**src/rtl/gpr_operand_fetch.sv**
```systemverilog
// Operand-fetch sequencer in front of the single-port GPR file: serialises
// writeback writes and two-operand fetches, writeback first.
module gpr_operand_fetch #(
    parameter int DATA_WIDTH = 16,
    parameter int ADDR_WIDTH = 3
) (
    input  logic                  Clock,
    input  logic                  nReset,
    input  logic                  FetchReq,
    input  logic [ADDR_WIDTH-1:0] FetchAddrA,
    input  logic [ADDR_WIDTH-1:0] FetchAddrB,
    input  logic                  FetchUseB,
    output logic                  FetchReady,
    output logic [DATA_WIDTH-1:0] OpA,
    output logic [DATA_WIDTH-1:0] OpB,
    output logic                  OpValid,
    input  logic                  WbReq,
    input  logic [ADDR_WIDTH-1:0] WbAddr,
    input  logic [DATA_WIDTH-1:0] WbData,
    output logic                  WbAck,
    output logic [ADDR_WIDTH-1:0] GprAddress,
    output logic                  GprRead,
    output logic                  GprWrite,
    output logic [DATA_WIDTH-1:0] GprDataIn,
    input  logic [DATA_WIDTH-1:0] GprDataOut
);

    typedef enum logic [2:0] {IDLE, WRITE, READ_A, READ_B, DONE} state_t;

    state_t                state, state_nxt;
    logic [ADDR_WIDTH-1:0] addr_a_q, addr_b_q;
    logic                  use_b_q;

    always_ff @(posedge Clock or negedge nReset) begin
        if (!nReset) state <= IDLE;
        else         state <= state_nxt;
    end

    always_comb begin
        state_nxt = state;
        case (state)
            IDLE: begin
                if (WbReq)         state_nxt = WRITE;
                else if (FetchReq) state_nxt = READ_A;
            end
            WRITE:   state_nxt = IDLE;
            READ_A:  state_nxt = use_b_q ? READ_B : DONE;
            READ_B:  state_nxt = DONE;
            DONE:    state_nxt = IDLE;
            default: state_nxt = IDLE;
        endcase
    end

    assign FetchReady = (state == IDLE) && !WbReq;
    assign WbAck      = (state == WRITE);
    assign GprWrite   = (state == WRITE);
    assign GprRead    = (state == READ_A) || (state == READ_B);
    assign OpValid    = (state == DONE);

    // The bus address/data registers double as the writeback latch; loading
    // them on entry to a state keeps them stable through IDLE/DONE.
    always_ff @(posedge Clock or negedge nReset) begin
        if (!nReset) begin
            addr_a_q   <= '0;
            addr_b_q   <= '0;
            use_b_q    <= 1'b0;
            GprAddress <= '0;
            GprDataIn  <= '0;
        end else begin
            if (state == IDLE && WbReq) begin
                GprAddress <= WbAddr;
                GprDataIn  <= WbData;
            end else if (state == IDLE && FetchReq) begin
                addr_a_q   <= FetchAddrA;
                addr_b_q   <= FetchAddrB;
                use_b_q    <= FetchUseB;
                GprAddress <= FetchAddrA;
            end else if (state == READ_A && use_b_q) begin
                GprAddress <= addr_b_q;
            end
        end
    end

    // OpB is cleared on entry to DONE so a single-operand result is clean
    // while OpValid is high.
    always_ff @(posedge Clock or negedge nReset) begin
        if (!nReset) begin
            OpA <= '0;
            OpB <= '0;
        end else begin
            if (state == READ_A) begin
                OpA <= GprDataOut;
                if (!use_b_q) OpB <= '0;
            end
            if (state == READ_B) OpB <= GprDataOut;
        end
    end

endmodule
```
**config.mk**
```make
export PLATFORM = sky130hd
export DESIGN_NAME = gpr_operand_fetch
export DESIGN_NICKNAME = d
export VERILOG_FILES = /design/src/rtl/gpr_operand_fetch.sv
export SDC_FILE = /design/constraint.sdc
export NUM_CORES = 1
export LEC_CHECK = 0
export ABC_AREA = 1
export BUFFER_PORTS_ARGS = -buffer_cell sky130_fd_sc_hd__buf_2
export CAP_MARGIN = 0
export CORE_AREA = 8 8 98 118
export DETAILED_ROUTE_END_ITERATION = 8
export DIE_AREA = 0 0 106 126
export MAX_ROUTING_LAYER = met4
export SETUP_SLACK_MARGIN = 0.02
export SLEW_MARGIN = 15
export SYNTH_ARGS = -nofsm -noshare
export SYNTH_HDL_FRONTEND = slang
export SYNTH_SLANG_ARGS = --single-unit
```
**constraint.sdc**
```tcl
create_clock -name Clock -period 1.8 [get_ports Clock]
set_input_delay 0 -clock Clock [delete_from_list [all_inputs] [get_ports Clock]]
set_output_delay 0 -clock Clock [all_outputs]
set_load 0.005 [all_outputs]
```
==> impl_metrics.tcl, run 1 <==
set metrics [dict create \
    path_clk_slew_ns 0.05 \
    worstSetupPathType "reg -> reg" \
    firstDrtPassIters 4 \
    synth_common_cells "nand2_1, dfrtp_1, inv_1" \
    ys_ff_latch 58 \
    grt_max_degree 36 \
    worst_slew_pin_slew_ns 0.572 \
    p_sw_uw 1950 \
    synth_cells 252 \
    layout.nets 441 \
    whs_ns 0.0125 \
    r2r_start "state[1]" \
    vias 2152 \
    max_cap_violations 0 \
    syn_to_final_growth_pct 55.1 \
    setup_viol 0 \
    antenna_cells 0 \
    vias_per_cell 4.09 \
    place_congestion 0.794 \
    dr_wl_met2_um 3400 \
    antenna_found_initial 0 \
    grt_pass1_wl_um 11500 \
    max_freq_mhz 644 \
    dr_wl_met3_um 618 \
    die_h_um 126 \
    overflow 0 \
    final_max_slew_viol_count 0 \
    ys_seq_area_frac 0.614 \
    synth_cell_types 21 \
    min_path_cells 4 \
    fin_tns_setup_ns 0 \
    avgSynthCellArea_um2 9.38 \
    cts_setup_buffers 0 \
    core.rowCount 40 \
    htreeDepth 3 \
    startpoint_type "flop" \
    synth_top_area_frac 0.614 \
    power_frac_clock 0.281 \
    yosysMostFrequentCell "nand2_1" \
    p_int_uw 3740 \
    worstPathRequired_ns 2.06 \
    cellLeakagePower_uw 0.00198 \
    drt-initial-drc-count 66 \
    io_pins 102 \
    cellPowerDensity_nw_per_um2 1550 \
    dieArea_um2 13400 \
    hold_buffers 38 \
    status "complete, no violations" \
    ys_warn_count 0 \
    yosysTopAreaCell "dfrtp_1" \
    endpoint "addr_b_q[2]" \
    end_kind "flop" \
    synth-main-ff-cell "dfrtp_1" \
    core_area_um2 9760 \
    final_antenna_net_count 0 \
    slew_headroom 0.619 \
    numCtsBuffers 9 \
    rsz0062_at_grt "false" \
    crit_arrival_ns 1.82 \
    path_max_fanout 12 \
    wirelength_met1_um 2720 \
    critPathLaunch "state[1]" \
    synth_area_leaders "dfrtp_1, nand2_1, inv_1, o21ai_0, o22ai_1" \
    post-route-period-util 0.862 \
    portBuffers 101 \
    combPwrFrac 0.334 \
    cts_resized 0 \
    vdd_ir_drop_max_mv 0.406 \
    synth_edf_count 0 \
    grtUsageTotal 0.111 \
    die_w_um 106 \
    synth_nets 298 \
    cts_buffer_depth 2 \
    finalCriticalPeriod_ns 1.55 \
    fillers 989 \
    r2r-end "addr_b_q[2]" \
    hold_class "in -> reg" \
    dp_hpwl_um 4920 \
    cts_tree "built" \
    clk_latency_ns 0.32 \
    pwr-share-seq 0.385 \
    drive_gt1_frac 0.320 \
    routed_wl_um 6870 \
    wl_per_cell_um 13.1 \
    sw_frac_of_total 0.342 \
    async_reset_ff_frac 1.00 \
    syn-cell-area_um2 2360 \
    drc_errors 0 \
    final-hold-violation-count 0 \
    initial_utilization 0.242 \
    reg2reg_depth 5 \
    rrSetupSlack_ns 0.25 \
    root_buffer "clkbuf_16" \
    skew_ns 0.00381 \
    top_layer_used "met4" \
    cts_sinks 58 \
    first_global_vias 2364 \
]
[sequential cells by signal, summed over array words and instances (netlist names)]
name and flops:
addr_b_q 3, OpB 16, use_b_q 1, OpA 16
GprDataIn 16, state 3, GprAddress 3
[worst min path at each step]
stage,startpoint,to
4_1_cts,WbAddr[0],GprAddress[0]
3_3_place_gp,nReset,OpA[0]
3_5_place_dp,nReset,OpA[0]
2_1_floorplan,nReset,GprAddress[0]
5_1_grt,WbReq,state[1]
6_report,WbAddr[0],GprAddress[0]
[per-layer routing]
layer | global-route usage | vias up
li1 | - | 1088
met1 | 0.114 | 981
met2 | 0.181 | 73
met3 | 0.0449 | 10
met4 | 0.0548 | 0
met5 | - | -
[metrics by stage]
stage                     std cells  total power (uW)  setup WS, ns  instance area, um2   util
after CTS                       526              5800         0.268                3670  0.376
final                           526              5690         0.248                3670  0.376
after global routing            526              6190         0.105                3670  0.376
after detailed placement        472              4090         0.279                3000  0.308
after global placement          472              4030         0.345                3000  0.308
after floorplan                 252              3230         0.550                2360      -
[worst max-delay path: stages, from the launching register on]
cell and delay [ns]:
dfrtp_1 0.47, nor2_4 0.22, nand3_1 0.31, nor2_1 0.32
nand2_1 0.09, nand2_1 0.08
[power groups by stage]
stage          Combinational, uW  Sequential, uW  Clock (uW)
6_report                    1900            2190        1600
5_1_grt                     2210            2260        1710
4_1_cts                     1960            2200        1650
3_5_place_dp                1890            2200           0
3_3_place_gp                1830            2190           0
2_1_floorplan               1010            2220           0
[cell type report]
type / instances / area (um2) / share of cell area
clock buffers: 14 / 274 / 0.0747
clock inverters: 2 / 10.0 / 0.00273
inverters: 37 / 139 / 0.0379
multi-input cells: 146 / 708 / 0.193
flip-flops and latches: 58 / 1450 / 0.396
well taps: 126 / 158 / 0.0430
repair buffers: 143 / 928 / 0.253
[cell usage in the layout, fill, tap and decap left out, types with 2 or more instances in the layout]
master and n:
clkinv_2 2, inv_2 2, clkbuf_8 3, clkbuf_16 9, buf_2 101, inv_1 35, nor3_1 2, or2_0 3
nand3_2 3, nor2_1 2, nand3_1 8, o21ai_0 21, nand4_1 6, clkbuf_1 2, nand2_1 80, dfrtp_1 58
buf_4 3, dlygate4sd3_1 38, o22ai_1 16
[cell families after synthesis]
logic type / synth area share
buffers and inverters: 0.0868
AND/OR/NAND/NOR: 0.203
AO/OA/AOI/OAI: 0.0968
flip-flops: 0.614
Note: power is estimated with default switching activity, not from simulation.
==> run 2, diff against run 1 <==
Settings changed: REMOVE_ABC_BUFFERS set to 1.
==> run 2 against run 1 <==
Compared with the run above:
- clock skew is essentially flat
- core utilization is essentially flat
- setup slack gained 0.027 ns
- register-to-register slack gained 0.03 ns
- worst hold slack gained 0.011 ns
- critical endpoint is now addr_b_q[0]
- count of clock-buffer cells in the layout shrank 1
- global-route usage shrank 0.17 points
- die area is the same
==> impl_metrics.tcl, run 2 (synthesis results as in run 1) <==
set metrics [dict create \
    status "complete, no violations" \
    cts_resized 0 \
    cts_buffer_depth 2 \
    grt_max_degree 33 \
    core.rowCount 40 \
    finalCriticalPeriod_ns 1.53 \
    final_max_slew_viol_count 0 \
    portBuffers 101 \
    cts_tree "built" \
    path_max_fanout 12 \
    dieArea_um2 13400 \
    fin_tns_setup_ns 0 \
    fin_util 0.376 \
    first_global_vias 2366 \
    r2r_start "state[1]" \
    vdd_ir_drop_max_mv 0.612 \
    max_freq_mhz 656 \
    final_common_cell "buf_2" \
    root_buffer "clkbuf_16" \
    cts_setup_buffers 0 \
    grt_pass1_wl_um 11600 \
    numCtsBuffers 9 \
    overflow 0 \
    io_pins 102 \
    most-common-layout-cells "buf_2, nand2_1, dfrtp_1" \
    dp_hpwl_um 4740 \
    fillers 985 \
    worstPathRequired_ns 2.06 \
    r2r-end "addr_b_q[0]" \
    max_cap_violations 0 \
    wl_per_cell_um 12.9 \
    final-hold-violation-count 0 \
    cellPowerDensity_nw_per_um2 1560 \
    syn_to_final_growth_pct 55.0 \
    post-route-period-util 0.847 \
    path_clk_slew_ns 0.05 \
    hold_class "in -> reg" \
    die_w_um 106 \
    rsz0062_at_grt "false" \
    place_congestion 0.808 \
    reg2reg_depth 5 \
    vias_per_cell 4.19 \
    slew_headroom 0.571 \
    regArea_um2 1450 \
    clk_latency_ns 0.32 \
    antenna_cells 0 \
    firstDrtPassIters 5 \
    drt-initial-drc-count 68 \
    htreeDepth 3 \
    drc_errors 0 \
    drive_gt1_frac 0.315 \
    routed_wl_um 6770 \
    die_h_um 126 \
    cellLeakagePower_uw 0.00198 \
    rrSetupSlack_ns 0.27 \
    worst_slew_pin_slew_ns 0.644 \
    core_area_um2 9760 \
    antenna_found_initial 0 \
    grtUsageTotal 0.109 \
    crit_arrival_ns 1.79 \
    min_from "WbAddr[2]" \
    setup_viol 0 \
    hold_end "GprAddress[2]" \
    min_path_cells 4 \
    end_kind "flop" \
    layout.nets 441 \
    initial_utilization 0.242 \
    worstSetupPathType "reg -> reg" \
    vias 2202 \
    multi_input_area_um2 708 \
    skew_ns 0.00377 \
    startpoint_type "flop" \
    final_antenna_net_count 0 \
    largestRegisters "GprDataIn: 16 flops, OpA: 16 flops, OpB: 16 flops" \
    cts_sinks 58 \
    finalPower_uw 5700 \
]
## run 2: cell types whose count changed in the layout (fill, tap and decap cells not counted)
cell       before  now
clkbuf_1        2    4
clkbuf_8        3    0
bufinv_16       0    1
## run 2: what timing repair did
action | 4_1_cts | 5_1_grt
hold buffers | 38 | 0
hold endpoints to repair | 79 | 0
endpoints found under the setup margin | 0 | 0
## run 2: cell type report
class | count | share of cell area
timing repair buffer | 143 | 0.253
sequential | 58 | 0.396
tap | 126 | 0.0430
clock buffer | 13 | 0.0656
inverter | 37 | 0.0379
clock inverter | 3 | 0.0109
multi-input combinational | 146 | 0.193
## run 2: worst max-delay path, stage by stage, from the launching register on
cell,delay [ns]
dfrtp_1,0.47
nor2_4,0.22
nand3_1,0.32
nor2_1,0.30
nand2_1,0.08
nand2_1,0.07
## run 2: layer usage
metal  track usage  vias to the layer above  wire (um)
li1              -                     1083          -
met1         0.122                     1017       2900
met2         0.166                       88       3150
met3        0.0429                       14        568
met4        0.0556                        0        155
met5             -                        -          0
## run 2: power by group
part / switching [uW] / leakage [uW] / internal (uW)
logic: 1060 / 0.00111 / 841
registers: 331 / 0.000734 / 1860
clock network: 548 / 0.000138 / 1070
## run 2: how the worst max path moves through the flow
stage,startpoint,end,slack [ns]
2_1_floorplan,state[2],OpB[0],0.23
3_3_place_gp,state[1],addr_b_q[1],0.36
3_5_place_dp,state[1],addr_b_q[0],0.32
4_1_cts,state[1],addr_b_q[0],0.30
5_1_grt,state[1],addr_b_q[2],0.15
6_report,state[1],addr_b_q[0],0.27
## run 2: stage by stage
stage / hold WS, ns / cells / setup WS [ns] / instance area [um2]
6_report: 0.0234 / 526 / 0.275 / 3660
3_5_place_dp: 0.0541 / 472 / 0.320 / 3000
2_1_floorplan: -0.296 / 241 / 0.231 / 2300
4_1_cts: 0.00476 / 526 / 0.303 / 3660
5_1_grt: 0.0256 / 526 / 0.153 / 3660
3_3_place_gp: 0.0551 / 472 / 0.364 / 3000
